--- config.mk ---
export PLATFORM = sky130hd
export DESIGN_NAME = decode_stage_flat
export DESIGN_NICKNAME = d
export VERILOG_FILES = /design/src/rtl/decode_stage_if.sv /design/src/rtl/decode_stage.sv /design/src/flat_wrapper.sv
export SDC_FILE = /design/constraint.sdc
export NUM_CORES = 1
export LEC_CHECK = 0
export ABC_AREA = 0
export CORE_MARGIN = 5
export CORE_UTILIZATION = 41
export CTS_CLUSTER_SIZE = 20
export DETAILED_ROUTE_END_ITERATION = 12
export PLACE_DENSITY = 0.79
export SYNTH_ARGS = -nofsm -noshare
export SYNTH_HDL_FRONTEND = slang
export SYNTH_SLANG_ARGS = --single-unit
export TNS_END_PERCENT = 10
--- constraint.sdc ---
create_clock -name clk -period 3.03 [get_ports clk]
set_input_delay 0.606 -clock clk [delete_from_list [all_inputs] [get_ports clk]]
set_output_delay 0.606 -clock clk [all_outputs]
set_load 0.05 [all_outputs]
--- src/rtl/decode_stage_if.sv ---
// decode_stage_if: handshake and decoded-field bundle for decode_stage.
//   in_valid/in_ready/instruction : fetch side (valid/ready, instruction word)
//   out_valid/out_ready           : execute side handshake
//   op, rd, rs, func, imm, offs,
//   rt, imm_ext, illegal          : decoded fields of the entry at the output
// Modports:
//   slave  : the decode stage itself
//   master : the environment (fetch + execute) around the stage
interface decode_stage_if #(
  parameter int unsigned INSTR_W = 32,
  parameter int unsigned OP_W    = 4,
  parameter int unsigned REG_W   = 4,
  parameter int unsigned FUNC_W  = 4,
  parameter int unsigned IMM_W   = 16,
  parameter int unsigned XLEN    = 32
);
  logic                     in_valid;
  logic                     in_ready;
  logic [INSTR_W-1:0]       instruction;
  logic                     out_valid;
  logic                     out_ready;
  logic [OP_W-1:0]          op;
  logic [REG_W-1:0]         rd;
  logic [REG_W-1:0]         rs;
  logic [FUNC_W-1:0]        func;
  logic [IMM_W-1:0]         imm;
  logic [FUNC_W+IMM_W-1:0]  offs;
  logic [REG_W-1:0]         rt;
  logic [XLEN-1:0]          imm_ext;
  logic                     illegal;

  modport slave (
    input  in_valid, instruction, out_ready,
    output in_ready, out_valid, op, rd, rs, func, imm, offs, rt, imm_ext, illegal
  );

  modport master (
    output in_valid, instruction, out_ready,
    input  in_ready, out_valid, op, rd, rs, func, imm, offs, rt, imm_ext, illegal
  );
endinterface

--- src/rtl/decode_stage.sv ---
// decode_stage: handshaked instruction decode stage between fetch and execute.
// Splits the instruction word into op/rd/rs/func/imm/offs/rt, extends the
// immediate (sign or zero per opcode) and flags illegal opcodes. A main entry
// register drives the outputs; a skid entry absorbs one extra word so that
// in_ready comes straight from a flop.
// Ports:
//   clk          : clock, rising edge
//   rst_async    : asynchronous active-high reset
//   flush        : synchronous kill of both buffered entries
//   bus          : decode_stage_if.slave (input/output handshakes, fields)
//   decode_count : number of output handshakes since reset (wraps)
module decode_stage #(
  parameter int unsigned INSTR_W = 32,
  parameter int unsigned OP_W    = 4,
  parameter int unsigned REG_W   = 4,
  parameter int unsigned FUNC_W  = 4,
  parameter int unsigned IMM_W   = 16,
  parameter int unsigned XLEN    = 32,
  parameter logic [2**OP_W-1:0] LEGAL_OP_MASK = '1,
  parameter logic [2**OP_W-1:0] SEXT_OP_MASK  = '0,
  parameter int unsigned CNT_W   = 32
) (
  input  logic             clk,
  input  logic             rst_async,
  input  logic             flush,
  decode_stage_if.slave    bus,
  output logic [CNT_W-1:0] decode_count
);

  if (OP_W + 2*REG_W + FUNC_W + IMM_W != INSTR_W) begin : g_bad_fields
    $error("decode_stage: field widths do not add up to INSTR_W");
  end
  if (XLEN < IMM_W) begin : g_bad_xlen
    $error("decode_stage: XLEN must be at least IMM_W");
  end
  if (REG_W > IMM_W) begin : g_bad_reg
    $error("decode_stage: REG_W must not exceed IMM_W");
  end

  typedef struct packed {
    logic [OP_W-1:0]         op;
    logic [REG_W-1:0]        rd;
    logic [REG_W-1:0]        rs;
    logic [FUNC_W-1:0]       func;
    logic [IMM_W-1:0]        imm;
    logic [FUNC_W+IMM_W-1:0] offs;
    logic [REG_W-1:0]        rt;
    logic [XLEN-1:0]         imm_ext;
    logic                    illegal;
  } entry_t;

  entry_t           dec;
  entry_t           main_q;
  entry_t           skid_q;
  logic             main_valid;
  logic             skid_valid;
  logic             accept;
  logic             out_xfer;
  logic [CNT_W-1:0] count_q;

  // Field decode of the incoming word; registered into whichever entry loads.
  always_comb begin
    dec         = '0;
    dec.op      = bus.instruction[INSTR_W-1 -: OP_W];
    dec.rd      = bus.instruction[INSTR_W-OP_W-1 -: REG_W];
    dec.rs      = bus.instruction[INSTR_W-OP_W-REG_W-1 -: REG_W];
    dec.func    = bus.instruction[FUNC_W+IMM_W-1 -: FUNC_W];
    dec.imm     = bus.instruction[IMM_W-1:0];
    dec.offs    = bus.instruction[FUNC_W+IMM_W-1:0];
    dec.rt      = bus.instruction[REG_W-1:0];
    dec.imm_ext = SEXT_OP_MASK[dec.op] ? XLEN'($signed(dec.imm)) : XLEN'(dec.imm);
    dec.illegal = ~LEGAL_OP_MASK[dec.op];
  end

  assign accept   = bus.in_valid & ~skid_valid;
  assign out_xfer = main_valid & bus.out_ready;

  always_ff @(posedge clk or posedge rst_async) begin
    if (rst_async) begin
      main_q     <= '0;
      skid_q     <= '0;
      main_valid <= 1'b0;
      skid_valid <= 1'b0;
      count_q    <= '0;
    end else begin
      // Counted even in a flush cycle: the output handshake already happened.
      if (out_xfer) begin
        count_q <= count_q + 1'b1;
      end

      if (flush) begin
        main_valid <= 1'b0;
        skid_valid <= 1'b0;
      end else if (!main_valid || out_xfer) begin
        // Skid holds the older word, so it refills main first. When skid is
        // full in_ready is low, so no input can arrive in the same cycle.
        if (skid_valid) begin
          main_q     <= skid_q;
          main_valid <= 1'b1;
          skid_valid <= 1'b0;
        end else if (accept) begin
          main_q     <= dec;
          main_valid <= 1'b1;
        end else begin
          main_valid <= 1'b0;
        end
      end else if (accept) begin
        skid_q     <= dec;
        skid_valid <= 1'b1;
      end
    end
  end

  assign bus.in_ready  = ~skid_valid;
  assign bus.out_valid = main_valid;
  assign bus.op        = main_q.op;
  assign bus.rd        = main_q.rd;
  assign bus.rs        = main_q.rs;
  assign bus.func      = main_q.func;
  assign bus.imm       = main_q.imm;
  assign bus.offs      = main_q.offs;
  assign bus.rt        = main_q.rt;
  assign bus.imm_ext   = main_q.imm_ext;
  assign bus.illegal   = main_q.illegal;
  assign decode_count  = count_q;

endmodule

--- src/flat_wrapper.sv ---
// flat-port wrapper written by rule: the top's interface ports become plain ports
module decode_stage_flat 
#(
  parameter int unsigned INSTR_W = 32,
  parameter int unsigned OP_W    = 4,
  parameter int unsigned REG_W   = 4,
  parameter int unsigned FUNC_W  = 4,
  parameter int unsigned IMM_W   = 16,
  parameter int unsigned XLEN    = 32,
  parameter logic [2**OP_W-1:0] LEGAL_OP_MASK = '1,
  parameter logic [2**OP_W-1:0] SEXT_OP_MASK  = '0,
  parameter int unsigned CNT_W   = 32
)
  (clk, rst_async, flush, decode_count, bus_in_valid, bus_instruction, bus_out_ready, bus_in_ready, bus_out_valid, bus_op, bus_rd, bus_rs, bus_func, bus_imm, bus_offs, bus_rt, bus_imm_ext, bus_illegal);
  decode_stage_if #(.INSTR_W(INSTR_W), .OP_W(OP_W), .REG_W(REG_W), .FUNC_W(FUNC_W), .IMM_W(IMM_W), .XLEN(XLEN)) bus_i ();
  input  logic clk;
  input  logic rst_async;
  input  logic flush;
  output logic [CNT_W-1:0] decode_count;
  input wire logic [$bits(bus_i.in_valid)-1:0] bus_in_valid;
  input wire logic [$bits(bus_i.instruction)-1:0] bus_instruction;
  input wire logic [$bits(bus_i.out_ready)-1:0] bus_out_ready;
  output wire logic [$bits(bus_i.in_ready)-1:0] bus_in_ready;
  output wire logic [$bits(bus_i.out_valid)-1:0] bus_out_valid;
  output wire logic [$bits(bus_i.op)-1:0] bus_op;
  output wire logic [$bits(bus_i.rd)-1:0] bus_rd;
  output wire logic [$bits(bus_i.rs)-1:0] bus_rs;
  output wire logic [$bits(bus_i.func)-1:0] bus_func;
  output wire logic [$bits(bus_i.imm)-1:0] bus_imm;
  output wire logic [$bits(bus_i.offs)-1:0] bus_offs;
  output wire logic [$bits(bus_i.rt)-1:0] bus_rt;
  output wire logic [$bits(bus_i.imm_ext)-1:0] bus_imm_ext;
  output wire logic [$bits(bus_i.illegal)-1:0] bus_illegal;
  assign bus_i.in_valid = bus_in_valid;
  assign bus_i.instruction = bus_instruction;
  assign bus_i.out_ready = bus_out_ready;
  assign bus_in_ready = bus_i.in_ready;
  assign bus_out_valid = bus_i.out_valid;
  assign bus_op = bus_i.op;
  assign bus_rd = bus_i.rd;
  assign bus_rs = bus_i.rs;
  assign bus_func = bus_i.func;
  assign bus_imm = bus_i.imm;
  assign bus_offs = bus_i.offs;
  assign bus_rt = bus_i.rt;
  assign bus_imm_ext = bus_i.imm_ext;
  assign bus_illegal = bus_i.illegal;
  decode_stage #(.INSTR_W(INSTR_W), .OP_W(OP_W), .REG_W(REG_W), .FUNC_W(FUNC_W), .IMM_W(IMM_W), .XLEN(XLEN), .LEGAL_OP_MASK(LEGAL_OP_MASK), .SEXT_OP_MASK(SEXT_OP_MASK), .CNT_W(CNT_W)) u_core (.clk(clk), .rst_async(rst_async), .flush(flush), .bus(bus_i), .decode_count(decode_count));
endmodule
==> impl_metrics.py <==
metrics = {
    "synth": {
        "synth_edf_count": 0,
        "synthMuxAreaShare_pct": 14.8,
        "syn_area_per_cell_um2": 11.6,
        "synth_flop_cell": "dfrtp_1",
        "synth_top_family_by_area": "multiplexers",
        "synth_compound_area_share_pct": 3.54,
        "synth_top_cells_by_area": "dfrtp_1 (53%), buf_4 (9.2%), mux2_2 (7.7%)",
        "synth.most_common_cell": "dfrtp_1",
        "ys_types": 31,
        "ys_ff_latch": 98,
        "synthesis.instances": 401,
        "synthArstFlopShare_pct": 100,
        "synth_warnings": 0,
        "netlist_area_um2": 4660,
        "synth_top_cell_by_area": "dfrtp_1",
        "netlist.area_leader.share_pct": 52.6,
        "synth-seq-area-share_pct": 52.6,
        "yosys.area_share.simple_pct": 11.7,
        "synth_xor_area_share_pct": 5.83,
        "yosys-top-cells-count": "dfrtp_1 (98), buf_4 (57), nor2_1 (40)",
        "synth_fa_ha_area_share_pct": 0.269,
    },
    "floorplan": {
        "die_w_um": 117,
        "row_count": 39,
        "die_h_um": 117,
        "io_pins": 160,
        "die-area_um2": 13600,
        "initial_utilization_pct": 41.3,
        "core_region_area_um2": 11300,
    },
    "critical_path": {
        "crit_fanout": 6,
        "slowest_stage": "clkdlybuf4s50_1",
        "worstReg2RegStart": "u_core.skid_valid$_DFFE_PP0P_",
        "cp-end-kind": "output port",
        "path_cells": "clkdlybuf4s50_1",
        "critPathLaunchType": "flop",
        "crit_arrival_ps": 1670,
        "path_delay_family": "buffers and inverters",
        "path_buf_inv": 1,
        "critPathKind": "reg -> out",
        "crit_start": "u_core.decode_count[4]$_DFFE_PP0P_",
        "critPathRequiredTime_ps": 2420,
        "slowest_delay_ps": 860,
    },
    "min_path": {
        "min_from": "u_core.decode_count[31]$_DFFE_PP0P_",
        "worst_hold_path_type": "reg -> reg",
    },
    "global_routing": {
        "first_global_vias": 3312,
        "track_usage_pct": 14.4,
        "grt.overflow.total": 0,
        "grt_pass1_wl_um": 15700,
        "grt_max_degree": 99,
        "antenna_found_initial": 0,
    },
    "cells_and_area": {
        "n_antenna_cell": 0,
        "finalInstanceArea_um2": 6170,
        "fill_cells": 967,
        "final_nets": 541,
        "drive_gt1_share_pct": 12.2,
        "area_growth_pct": 32.4,
        "multi_input_area_um2": 1760,
        "seqCellArea_um2": 2450,
    },
    "sta": {
        "finClkSkew_ps": 6.53,
        "worst_slew_pin_slew_ps": 590,
        "final-max-slew-violation-count": 0,
        "post-route-period-util_pct": 75.2,
        "whs_ps": 479,
        "clock.fmax_mhz": 439,
        "setup_viol_count_final": 0,
        "hold_viol_final": 0,
        "finalCriticalPeriod_ps": 2280,
        "setup_ws_ps": 751,
        "rsz0062_at_grt": "no",
        "final.setup.tns_ps": 0,
        "relSlewSlack_pct": 60.4,
    },
    "route": {
        "drtIter0Drc": 154,
        "routed_via_density": 4.84,
        "wl_per_cell_um": 14.8,
        "drc_errors": 0,
        "num_vias": 3149,
        "first_pass_iters": 4,
        "wirelength_um": 9650,
        "antenna_left": 0,
    },
    "cts": {
        "cts_buffers": 9,
        "cts_setup_buffers": 0,
        "cts_tree": "built",
        "clock-sinks": 98,
        "ctsHoldBuffers": 0,
        "path_clk_slew_ps": 70,
        "worstSkewPairLatency_ps": 330,
        "clockRootBuffer": "clkbuf_16",
        "cts_resized": 0,
        "htreeDepth": 3,
        "clockBufferDepth": 2,
    },
    "placement": {
        "place_area_um2": 5880,
        "place_hpwl_um": 6990,
        "place_congestion": 0.832,
        "place.port_buffers": 142,
        "place_ws_ps": 655,
    },
    "pwr": {
        "power_density_nw_per_um2": 689,
        "power.leakage_nw": 2.54,
        "max-vdd-ir-drop_mv": 0.427,
        "finalPower_mw": 4.25,
    },
    "flow_run": {
        "drv_cap": 0,
    },
    "status": {
        "outcome": "complete, no violations",
    },
}
-- state kept, by name, indices dropped and copies added, names as in the netlist --
register              cells
u_core.bus.rs             4
u_core.bus.rt             3
u_core.bus.rd             4
u_core.bus.op             4
u_core.bus.func           1
u_core.skid_q            32
u_core.bus.out_valid      1
u_core.skid_valid         1
u_core.bus.offs          16
u_core.decode_count      32
-- per-layer routing --
metal,vias up,part of all wire (%),routed length (um),track usage (%)
met5,-,0,0,0
met4,0,1.3,128,4.66
met3,13,9.0,871,5.18
met2,116,48,4600,23.9
met1,1525,42,4050,17.6
li1,1495,-,-,-
-- area by class of cell --
type / instances / area share (%)
well taps: 143 / 2.90
inverters: 4 / 0.304
multi-input cells: 244 / 28.5
clock buffers: 13 / 4.38
repair buffers: 146 / 23.9
flip-flops and latches: 98 / 39.8
clock inverters: 2 / 0.203
-- power breakdown --
part           leakage, nW  switching [mW]  internal (mW)  total, mW
clock network        0.138           0.446          0.618       1.06
registers             1.21           0.160           1.52       1.68
logic                 1.20           0.985          0.518       1.50
total                 2.54            1.59           2.66       4.25
-- metrics by stage --
stage	instances	util, %
final	650	54.7
after global routing	650	54.7
after CTS	650	54.7
after detailed placement	635	52.2
after global placement	635	52.2
after floorplan	417	-
-- cells by family after synthesis --
kind of cell,Yosys count
compound gates,33
xor+xnor,31
fa+ha+maj,1
buf+inv,75
flops,98
mux,65
other cells,1
simple gates,97
-- cell usage in the layout (no fill, tap or decap) --
cell / count
nor4_4: 3
clkinv_2: 1
nor3_4: 1
buf_12: 2
a21oi_1: 33
clkbuf_16: 9
nor4_1: 1
nor3_1: 3
nor3_2: 2
inv_1: 3
nor2b_1: 1
mux2i_1: 32
buf_4: 2
dfrtp_2: 1
and3_1: 3
xor2_1: 6
clkinvlp_4: 2
nand3_2: 2
dfrtp_1: 97
xnor2_1: 25
nand4_1: 10
clkbuf_8: 3
nand2b_1: 1
and2_1: 2
conb_1: 17
nand4_4: 1
nand2_1: 11
nand3_1: 14
ha_1: 1
nor2_1: 40
clkdlybuf4s50_1: 142
and4_1: 1
mux2_1: 1
clkbuf_1: 1
mux2_2: 32
nor4_2: 1
-- path summary, 6_finish.rpt --
kind                                                  endpoint  slack, ps  cells after the start
max reg2reg                       u_core.bus.op[3]$_DFFE_PP0P_       1040                      6
min in group asynchronous        u_core.skid_valid$_DFFE_PP0P_        750                      3
min reg2reg                u_core.decode_count[31]$_DFFE_PP0P_        480                      1
max in group asynchronous  u_core.decode_count[19]$_DFFE_PP0P_       1840                      3
min                        u_core.decode_count[31]$_DFFE_PP0P_        480                      1
max                                            decode_count[4]        750                      1
Note: power is estimated with default switching activity, not from simulation.
